## src/rtl/state_sequencer_pkg.sv

```systemverilog
// Purpose: shared types and constants for the state sequencer slice.
// Latency: n/a (types only).
// Backpressure: n/a.
package seq_pkg;

  // Step pattern applied on each prescaler strobe.
  typedef enum logic [1:0] {
    MODE_UP       = 2'd0,
    MODE_DOWN     = 2'd1,
    MODE_PINGPONG = 2'd2,
    MODE_ONESHOT  = 2'd3
  } mode_t;

  // Ping-pong travel direction.
  localparam logic DIR_UP   = 1'b0;
  localparam logic DIR_DOWN = 1'b1;

endpackage

```

## src/rtl/state_sequencer_if.sv

```systemverilog
// Purpose: control/status bundle between a controller and the state sequencer.
// Latency: n/a (wires only).
// Backpressure: none; en is the only stall control.
interface state_sequencer_if #(
  parameter int SW = 2
);
  import seq_pkg::*;

  logic          en;
  mode_t         mode;
  logic          start;
  logic          load;
  logic [SW-1:0] load_val;
  logic [SW-1:0] state;
  logic          tick;
  logic          wrap;
  logic          done;

  modport master (
    output en, mode, start, load, load_val,
    input  state, tick, wrap, done
  );

  modport slave (
    input  en, mode, start, load, load_val,
    output state, tick, wrap, done
  );

endinterface

```

## src/rtl/tick_prescaler.sv

```systemverilog
// Purpose: clock-enable prescaler, one ce strobe every DIV enabled cycles.
// Latency: ce is combinational from the count register; clr takes effect next edge.
// Backpressure: en low freezes the count; no ce while frozen.
module tick_prescaler #(
  parameter int DIV = 100
) (
  input  logic clk,
  input  logic rst_n,
  input  logic en,
  input  logic clr,
  output logic ce
);

  // DIV=1 would give a zero-width counter; keep one bit that never moves.
  localparam int CW = (DIV > 1) ? $clog2(DIV) : 1;
  localparam logic [CW-1:0] LAST = CW'(DIV - 1);

  logic [CW-1:0] count;

  assign ce = en && (count == LAST);

  // Count 0..DIV-1 while enabled; clear restarts the period from zero.
  always_ff @(posedge clk or negedge rst_n) begin
    if (!rst_n) begin
      count <= '0;
    end else if (clr) begin
      count <= '0;
    end else if (en) begin
      count <= ce ? '0 : count + CW'(1);
    end
  end

endmodule

```

## src/rtl/state_sequencer.sv

```systemverilog
// Purpose: steps a state index through N_STATES states in one of four patterns.
// Latency: state/tick/wrap/done registered, visible the cycle after the strobe edge.
// Backpressure: none; en low freezes prescaler and state, load/start always act.
module state_sequencer
  import seq_pkg::*;
#(
  parameter int N_STATES = 4,
  parameter int DIV      = 100,
  parameter int SW       = $clog2(N_STATES)
) (
  input  logic             clk,
  input  logic             rst_n,
  state_sequencer_if.slave bus
);

  localparam logic [SW-1:0] LAST = SW'(N_STATES - 1);

  logic          step_ce;
  logic          clr;
  logic [SW-1:0] state_q;
  logic          dir_q;
  logic          done_q;
  logic          tick_q;
  logic          wrap_q;

  logic [SW-1:0] up_val;
  logic [SW-1:0] dn_val;
  logic [SW-1:0] nxt_state;
  logic          nxt_dir;
  logic          nxt_done;
  logic          nxt_move;
  logic          nxt_wrap;

  // Either strobe restarts the step period.
  assign clr = bus.load | bus.start;

  tick_prescaler #(
    .DIV (DIV)
  ) u_prescaler (
    .clk   (clk),
    .rst_n (rst_n),
    .en    (bus.en),
    .clr   (clr),
    .ce    (step_ce)
  );

  assign up_val = state_q + SW'(1);
  assign dn_val = state_q - SW'(1);

  // Next-step candidate for the current mode; only committed on step_ce.
  always_comb begin
    nxt_state = state_q;
    nxt_dir   = dir_q;
    nxt_done  = done_q;
    nxt_move  = 1'b0;
    nxt_wrap  = 1'b0;
    case (bus.mode)
      MODE_UP: begin
        nxt_move = 1'b1;
        if (state_q == LAST) begin
          nxt_state = '0;
          nxt_wrap  = 1'b1;
        end else begin
          nxt_state = up_val;
        end
      end
      MODE_DOWN: begin
        nxt_move = 1'b1;
        if (state_q == '0) begin
          nxt_state = LAST;
          nxt_wrap  = 1'b1;
        end else begin
          nxt_state = dn_val;
        end
      end
      MODE_PINGPONG: begin
        nxt_move = 1'b1;
        if (dir_q == DIR_UP) begin
          if (state_q == LAST) begin
            // Parked on the top (load or mode switch): turn around quietly.
            nxt_state = dn_val;
            nxt_dir   = DIR_DOWN;
          end else begin
            nxt_state = up_val;
            if (up_val == LAST) begin
              nxt_dir  = DIR_DOWN;
              nxt_wrap = 1'b1;
            end
          end
        end else begin
          if (state_q == '0) begin
            // Parked on the bottom: turn around quietly.
            nxt_state = up_val;
            nxt_dir   = DIR_UP;
          end else begin
            nxt_state = dn_val;
            if (dn_val == '0) begin
              nxt_dir  = DIR_UP;
              nxt_wrap = 1'b1;
            end
          end
        end
      end
      MODE_ONESHOT: begin
        // Terminal state absorbs further strobes without a tick.
        if (!done_q && state_q != LAST) begin
          nxt_move  = 1'b1;
          nxt_state = up_val;
          if (up_val == LAST) begin
            nxt_done = 1'b1;
            nxt_wrap = 1'b1;
          end
        end
      end
      default: begin
        nxt_move = 1'b0;
      end
    endcase
  end

  // State, direction, done and pulse registers; load beats start beats step.
  always_ff @(posedge clk or negedge rst_n) begin
    if (!rst_n) begin
      state_q <= '0;
      dir_q   <= DIR_UP;
      done_q  <= 1'b0;
      tick_q  <= 1'b0;
      wrap_q  <= 1'b0;
    end else if (bus.load) begin
      state_q <= (bus.load_val > LAST) ? LAST : bus.load_val;
      dir_q   <= DIR_UP;
      done_q  <= 1'b0;
      tick_q  <= 1'b0;
      wrap_q  <= 1'b0;
    end else if (bus.start) begin
      state_q <= '0;
      dir_q   <= DIR_UP;
      done_q  <= 1'b0;
      tick_q  <= 1'b0;
      wrap_q  <= 1'b0;
    end else if (step_ce) begin
      state_q <= nxt_state;
      dir_q   <= nxt_dir;
      done_q  <= nxt_done;
      tick_q  <= nxt_move;
      wrap_q  <= nxt_wrap;
    end else begin
      tick_q  <= 1'b0;
      wrap_q  <= 1'b0;
    end
  end

  assign bus.state = state_q;
  assign bus.tick  = tick_q;
  assign bus.wrap  = wrap_q;
  assign bus.done  = done_q;

endmodule

```

## src/flat_wrapper.sv

```systemverilog
// flat-port wrapper written by rule: the top's interface ports become plain ports
module state_sequencer_flat import seq_pkg::*;
#(
  parameter int N_STATES = 4,
  parameter int DIV      = 100,
  parameter int SW       = $clog2(N_STATES)
)
  (clk, rst_n, bus_en, bus_mode, bus_start, bus_load, bus_load_val, bus_state, bus_tick, bus_wrap, bus_done);
  state_sequencer_if #(.SW(SW)) bus_i ();
  input  logic clk;
  input  logic rst_n;
  input wire logic [$bits(bus_i.en)-1:0] bus_en;
  input wire logic [$bits(bus_i.mode)-1:0] bus_mode;
  input wire logic [$bits(bus_i.start)-1:0] bus_start;
  input wire logic [$bits(bus_i.load)-1:0] bus_load;
  input wire logic [$bits(bus_i.load_val)-1:0] bus_load_val;
  output wire logic [$bits(bus_i.state)-1:0] bus_state;
  output wire logic [$bits(bus_i.tick)-1:0] bus_tick;
  output wire logic [$bits(bus_i.wrap)-1:0] bus_wrap;
  output wire logic [$bits(bus_i.done)-1:0] bus_done;
  assign bus_i.en = bus_en;
  assign bus_i.mode = bus_mode;
  assign bus_i.start = bus_start;
  assign bus_i.load = bus_load;
  assign bus_i.load_val = bus_load_val;
  assign bus_state = bus_i.state;
  assign bus_tick = bus_i.tick;
  assign bus_wrap = bus_i.wrap;
  assign bus_done = bus_i.done;
  state_sequencer #(.N_STATES(N_STATES), .DIV(DIV), .SW(SW)) u_core (.clk(clk), .rst_n(rst_n), .bus(bus_i));
endmodule
```

## config.mk

```make
export PLATFORM = sky130hd
export DESIGN_NAME = state_sequencer_flat
export DESIGN_NICKNAME = d
export VERILOG_FILES = /design/src/rtl/state_sequencer_pkg.sv /design/src/rtl/state_sequencer_if.sv /design/src/rtl/tick_prescaler.sv /design/src/rtl/state_sequencer.sv /design/src/flat_wrapper.sv
export SDC_FILE = /design/constraint.sdc
export NUM_CORES = 1
export LEC_CHECK = 0
export ABC_AREA = 1
export CAP_MARGIN = 20
export CELL_PAD_IN_SITES_DETAIL_PLACEMENT = 1
export CELL_PAD_IN_SITES_GLOBAL_PLACEMENT = 2
export CORE_MARGIN = 1.5
export CORE_UTILIZATION = 33
export CTS_BUF_LIST = sky130_fd_sc_hd__clkbuf_4
export DETAILED_ROUTE_END_ITERATION = 8
export GPL_TIMING_DRIVEN = 0
export HOLD_SLACK_MARGIN = 0.1
export PLACE_DENSITY = 0.95
export SETUP_SLACK_MARGIN = 0.02
export SYNTH_ARGS = -nofsm -noshare
export SYNTH_HDL_FRONTEND = slang
export SYNTH_HIERARCHICAL = 1
export SYNTH_SLANG_ARGS = --single-unit
```

## constraint.sdc

```tcl
create_clock -name clk -period 3.32 [get_ports clk]
set_clock_uncertainty 0.1 [all_clocks]
set_input_delay 0.83 -clock clk [delete_from_list [all_inputs] [get_ports clk]]
set_output_delay 0.83 -clock clk [all_outputs]
set_load 0.05 [all_outputs]
```

Word level (Yosys, flattened, before mapping)
Index checks and enable logic that the tools add are counted.

storage, ports and cells
  register bits = 13
  input bits = 9
  output and inout port bits = 5
  word-level logic and storage cells = 80

operators by class
  $add $sub $neg = 3
  order comparisons = 1
  equal/unequal tests = 8
  muxes and demuxes = 45
  bitwise logic cells = 1
  reductions and logical operators = 16

operators with widths
  kind                                                    count
  2-to-1 mux 1 bit                                        29
  2-to-1 mux 7 bit                                        3
  2-to-1 mux 2 bit                                        10
  nonzero test 3 bit                                      5
  equality test 2 bit (second input constant)             4
  case mux 2 bit (4 select lines)                         1
  adder 7 x 1 -> 7 bit (second input constant)            1
  equality test 7 bit (second input constant)             1
  zero test 2 bit                                         3
  inequality test 4 x 3 -> 1 bit (second input constant)  1
  case mux 1 bit (4 select lines)                         1
  AND reduction 2 bit                                     2
  AND reduction 4 bit                                     1
  OR reduction 3 bit                                      1
  adder 2 x 1 -> 2 bit (second input constant)            1
  equality test 2 x 1 -> 1 bit (second input constant)    1
  > comparator 2 bit (second input constant)              1
  logical AND 1 bit                                       2
  inequality test 2 bit (second input constant)           1
  case mux 1 bit (2 select lines)                         1
  nonzero test 2 bit                                      1
  subtractor 2 x 1 -> 2 bit (second input constant)       1
  zero test 1 bit                                         1
  bitwise OR 1 bit                                        1

Logic depth before layout (Yosys ltp)
  word-level depth = 9
  mapped depth = 9
  mapped depth without buffers = 9

Modules after synthesis
Netlist, hierarchy kept.

modules (own cells, without submodules)
  module           times used  cells an instance  area each (um^2)  sequential area each (um^2)
  state_sequencer  1           64                 474.2             150.1
  tick_prescaler   1           56                 415.4             175.2

Worst setup path after synthesis
Ideal clock, no wire load.

  kind = register -> register
  start point = register u_core.state_q[0], in the netlist u_core/bus.state[0]
  end point = register u_core.state_q[1], in the netlist u_core/bus.state[1]
  library setup time = 0.078 ns
  arrival time = 1.640 ns
  required time = 3.142 ns
  slack = 1.502 ns
  cell stages (with the launch flop) = 9
  path buffers = 0
  clock period less this slack = 1.818 ns
  cells stage by stage = dfrtp_1 > inv_1 > ha_1 > or2_1 > nand2_1 > nand2_1 > nand2_1 > nand2_1 > a21oi_1

between the ends
  longest elaborated chain between the ends = 7
  elaborated cells between the ends (all ways) = 18
  those cells by class = add/sub: 2; eq/ne: 3; mux: 10; reduce/logical: 3

ends and longest elaborated chain
  element                                       RTL line                                      source
  start: declaration                            state_sequencer.sv:20                         logic [SW-1:0] state_q;
  start signal: assignment                      state_sequencer.sv:130                        state_q <= (bus.load_val > LAST) ? LAST : bus.load_val;
  start signal: assignment                      state_sequencer.sv:142                        state_q <= nxt_state;
  adder 2 x 1 -> 2 bit (tied with other cells)  state_sequencer.sv:47                         assign up_val = state_q + SW'(1);
  2-to-1 mux 2 bit, on equally long branches    state_sequencer.sv:79, state_sequencer.sv:91
  2-to-1 mux 2 bit                              state_sequencer.sv:78                         if (dir_q == DIR_UP) begin
  case mux 2 bit (4 select lines)               state_sequencer.sv:57                         case (bus.mode)
  2-to-1 mux 2 bit                              state_sequencer.sv:141                        end else if (step_ce) begin
  2-to-1 mux 2 bit                              state_sequencer.sv:135                        end else if (bus.start) begin
  2-to-1 mux 2 bit                              state_sequencer.sv:129                        end else if (bus.load) begin

Parallel ways exist; a longest one is shown, timed or not. The select of a mux whose other input is x is not followed.
A chain may end at the register's enable or synchronous reset.

Final worst setup path
  start point = register u_core.state_q[0], in the netlist u_core/bus.state[0]
  end point = output port bus_state[0]

RTL lines
  element           RTL line            source
  end: declaration  flat_wrapper.sv:17  output wire logic [$bits(bus_i.state)-1:0] bus_state;

No word-level cell between the ends.

==> impl_metrics.py <==
metrics = {
    "global_routing": {
        "grt_max_degree": 14,
        "track_usage_pct": 17.9,
        "gr-total-overflow": 0,
        "grt_pass1_wl_mm": 3.79,
        "antenna_found_initial": 0,
        "grt_pass1_vias": 872,
    },
    "critical_path": {
        "r2r_start": "u_core/u_prescaler/count[0]",
        "timing.critical_path.from": "u_core/bus.state[0]",
        "critical-path-top-delay-family": "buffers and inverters",
        "critPathCaptureType": "output pin",
        "slowest_stage": "clkdlybuf4s50_1",
        "crit_cells": 1,
        "worstPathCellList": "clkdlybuf4s50_1",
        "critical_path_class": "reg2out",
        "cp.arrival_ps": 1630,
        "ff2ff_path_depth": 9,
        "required_ps": 2390,
        "critPathMaxStageDelay_ps": 850,
        "start_kind": "flip-flop",
        "crit_buf_inv": 1,
        "crit_fanout": 7,
    },
    "detailed_routing": {
        "vias": 802,
        "dr.first_iter.drc_count": 12,
        "ant_nets": 0,
        "wirelength_mm": 2.10,
        "drcViolationCount": 0,
        "first_pass_iters": 4,
        "avgViaCountPerCell": 4.80,
        "wl_per_cell_um": 12.6,
    },
    "final_layout": {
        "finalNetCount": 154,
        "final_common_cell": "nand2_1",
        "areaGrowthSynthToFinish_pct": 22.2,
        "fin_area_um2": 1090,
        "drive_above_1_share_pct": 13.9,
        "final_util_pct": 43.1,
        "mostFrequentLayoutCells": "nand2_1, inv_1, clkdlybuf4s50_1, dfrtp_1, nor2_1",
        "diodes": 0,
    },
    "cts": {
        "clk-insertion-delay-late_ps": 280,
        "cts_resized": 0,
        "cts_hold_buffers": 0,
        "htree_levels": 1,
        "clockBufferDepth": 2,
        "cts-buffers-inserted": 3,
        "clk_pin_slew_ps": 90,
        "clock_sinks": 13,
        "cts_setup_buffers": 0,
        "cts_root_buf": "clkbuf_4",
        "cts_tree": "done",
    },
    "timing": {
        "fin_tns_setup_ps": 0,
        "report.final.setup_viol": 0,
        "fmax_mhz": 391,
        "rsz0062_at_grt": "no",
        "tightestPinTransition_ps": 620,
        "final_hold_viol_count": 0,
        "holdWs_ps": 437,
        "max-slew-margin-rel_pct": 58.5,
        "period_minus_slack_ps": 2560,
        "maxSlewViolCount": 0,
        "finalCritPeriodShare_pct": 77.0,
    },
    "power": {
        "ir_worst_vdd_v": 0.000169,
        "p_leak_nw": 0.520,
        "powerDensity_nw_per_um2": 333,
    },
    "min_path": {
        "hold_path.class": "reg2reg",
        "hold_start": "u_core/u_prescaler/count[1]",
        "hold_path_depth": 2,
    },
    "placed_design": {
        "placed_area_um2": 1060,
        "numPortBuffers": 13,
        "dp_hpwl_mm": 1.67,
        "gp_congestion": 0.739,
    },
    "synth": {
        "synthesis.nets": 136,
        "syn_area_um2": 890,
        "yosys_register_bits": 13,
        "ys_types": 22,
        "ys_seq_area_share_pct": 36.6,
        "syn_area_per_cell_um2": 7.41,
        "ys_warn_count": 6,
        "synth_cells": 120,
    },
    "floorplanning": {
        "die_w_um": 54.9,
        "io_pins": 14,
        "num_rows": 18,
        "coreArea_um2": 2520,
        "die_h_um": 54.9,
        "initial_core_util_pct": 35.3,
        "die-area_um2": 3020,
    },
    "run": {
        "max_cap_violations": 0,
    },
    "status": {
        "outcome": "completed",
    },
}
[state kept, by name, indices dropped and copies added, names as in the netlist]
register                  count
u_core/u_prescaler/count      7
u_core/bus.state              2
u_core/bus.done               1
u_core/bus.tick               1
u_core/bus.wrap               1
u_core/dir_q                  1
[through the flow]
stage / setup WS [ps] / instances / power (mW)
finish: 765 / 167 / 0.362
global route: 700 / 167 / 0.382
CTS: 744 / 167 / 0.367
detailed placement: 920 / 163 / 0.251
global placement: 947 / 163 / 0.249
floorplan: 1500 / 120 / 0.219
[final cells by class]
type | count | area (um^2)
clock buffers | 4 | 30.0
fillers | 328 | 1440
repair buffers | 13 | 130
multi-input cells | 87 | 488
inverters | 20 | 76.3
well taps | 30 | 37.5
flip-flops and latches | 13 | 325
[cell usage after synthesis]
library cell	instances	area share, %
a211oi_1	1	0.84
a21oi_1	2	1.1
a22oi_1	1	0.84
a31oi_1	1	0.70
clkinv_2	1	0.56
dfrtp_1	13	37
ha_1	7	9.8
inv_1	17	7.2
inv_2	2	0.84
nand2_1	28	12
nand2_2	2	1.4
nand3_1	10	5.6
nand4_1	2	1.4
nor2_1	11	4.6
nor2_2	8	5.6
nor3_1	1	0.56
o21ai_0	5	2.8
o21ai_1	2	1.1
o21ai_4	1	1.8
or2_1	1	0.70
or2_4	1	0.98
xor2_1	3	3.0
[kinds of logic (layout without fill, tap and decap cells)]
group | after synthesis | after routing | share of synthesized area [%]
compound gates | 13 | 13 | 9.28
xor+xnor | 3 | 3 | 2.95
fa+ha+maj | 7 | 7 | 9.84
buf+inv | 20 | 37 | 8.58
flops | 13 | 13 | 36.6
simple gates | 64 | 64 | 32.8
[metal layers]
layer  global-route usage (%)  routed length [um]  up-vias
li1                         -                   -      410
met1                     23.6                 984      374
met2                     29.4                1030       16
met3                     2.42                  70        2
met4                     7.32                  12        0
met5                        0                   0        -
[power by group]
group	internal, mW	switching [mW]	leakage [nW]	total, mW
registers	0.162	0.00693	0.177	0.169
clock network	0.0548	0.0599	0.0184	0.115
logic	0.0305	0.0478	0.324	0.0782
total	0.247	0.115	0.520	0.362
[path summary, 6_finish.rpt]
path	slack, ps	end
max	760	bus_state[0]
min	440	u_core/u_prescaler/count[1]
max reg2reg	1660	u_core/bus.state[0]
min reg2reg	440	u_core/u_prescaler/count[1]
max in group asynchronous	1890	u_core/u_prescaler/count[0]
min in group asynchronous	820	u_core/dir_q
Power figures use the tool's default switching activity.
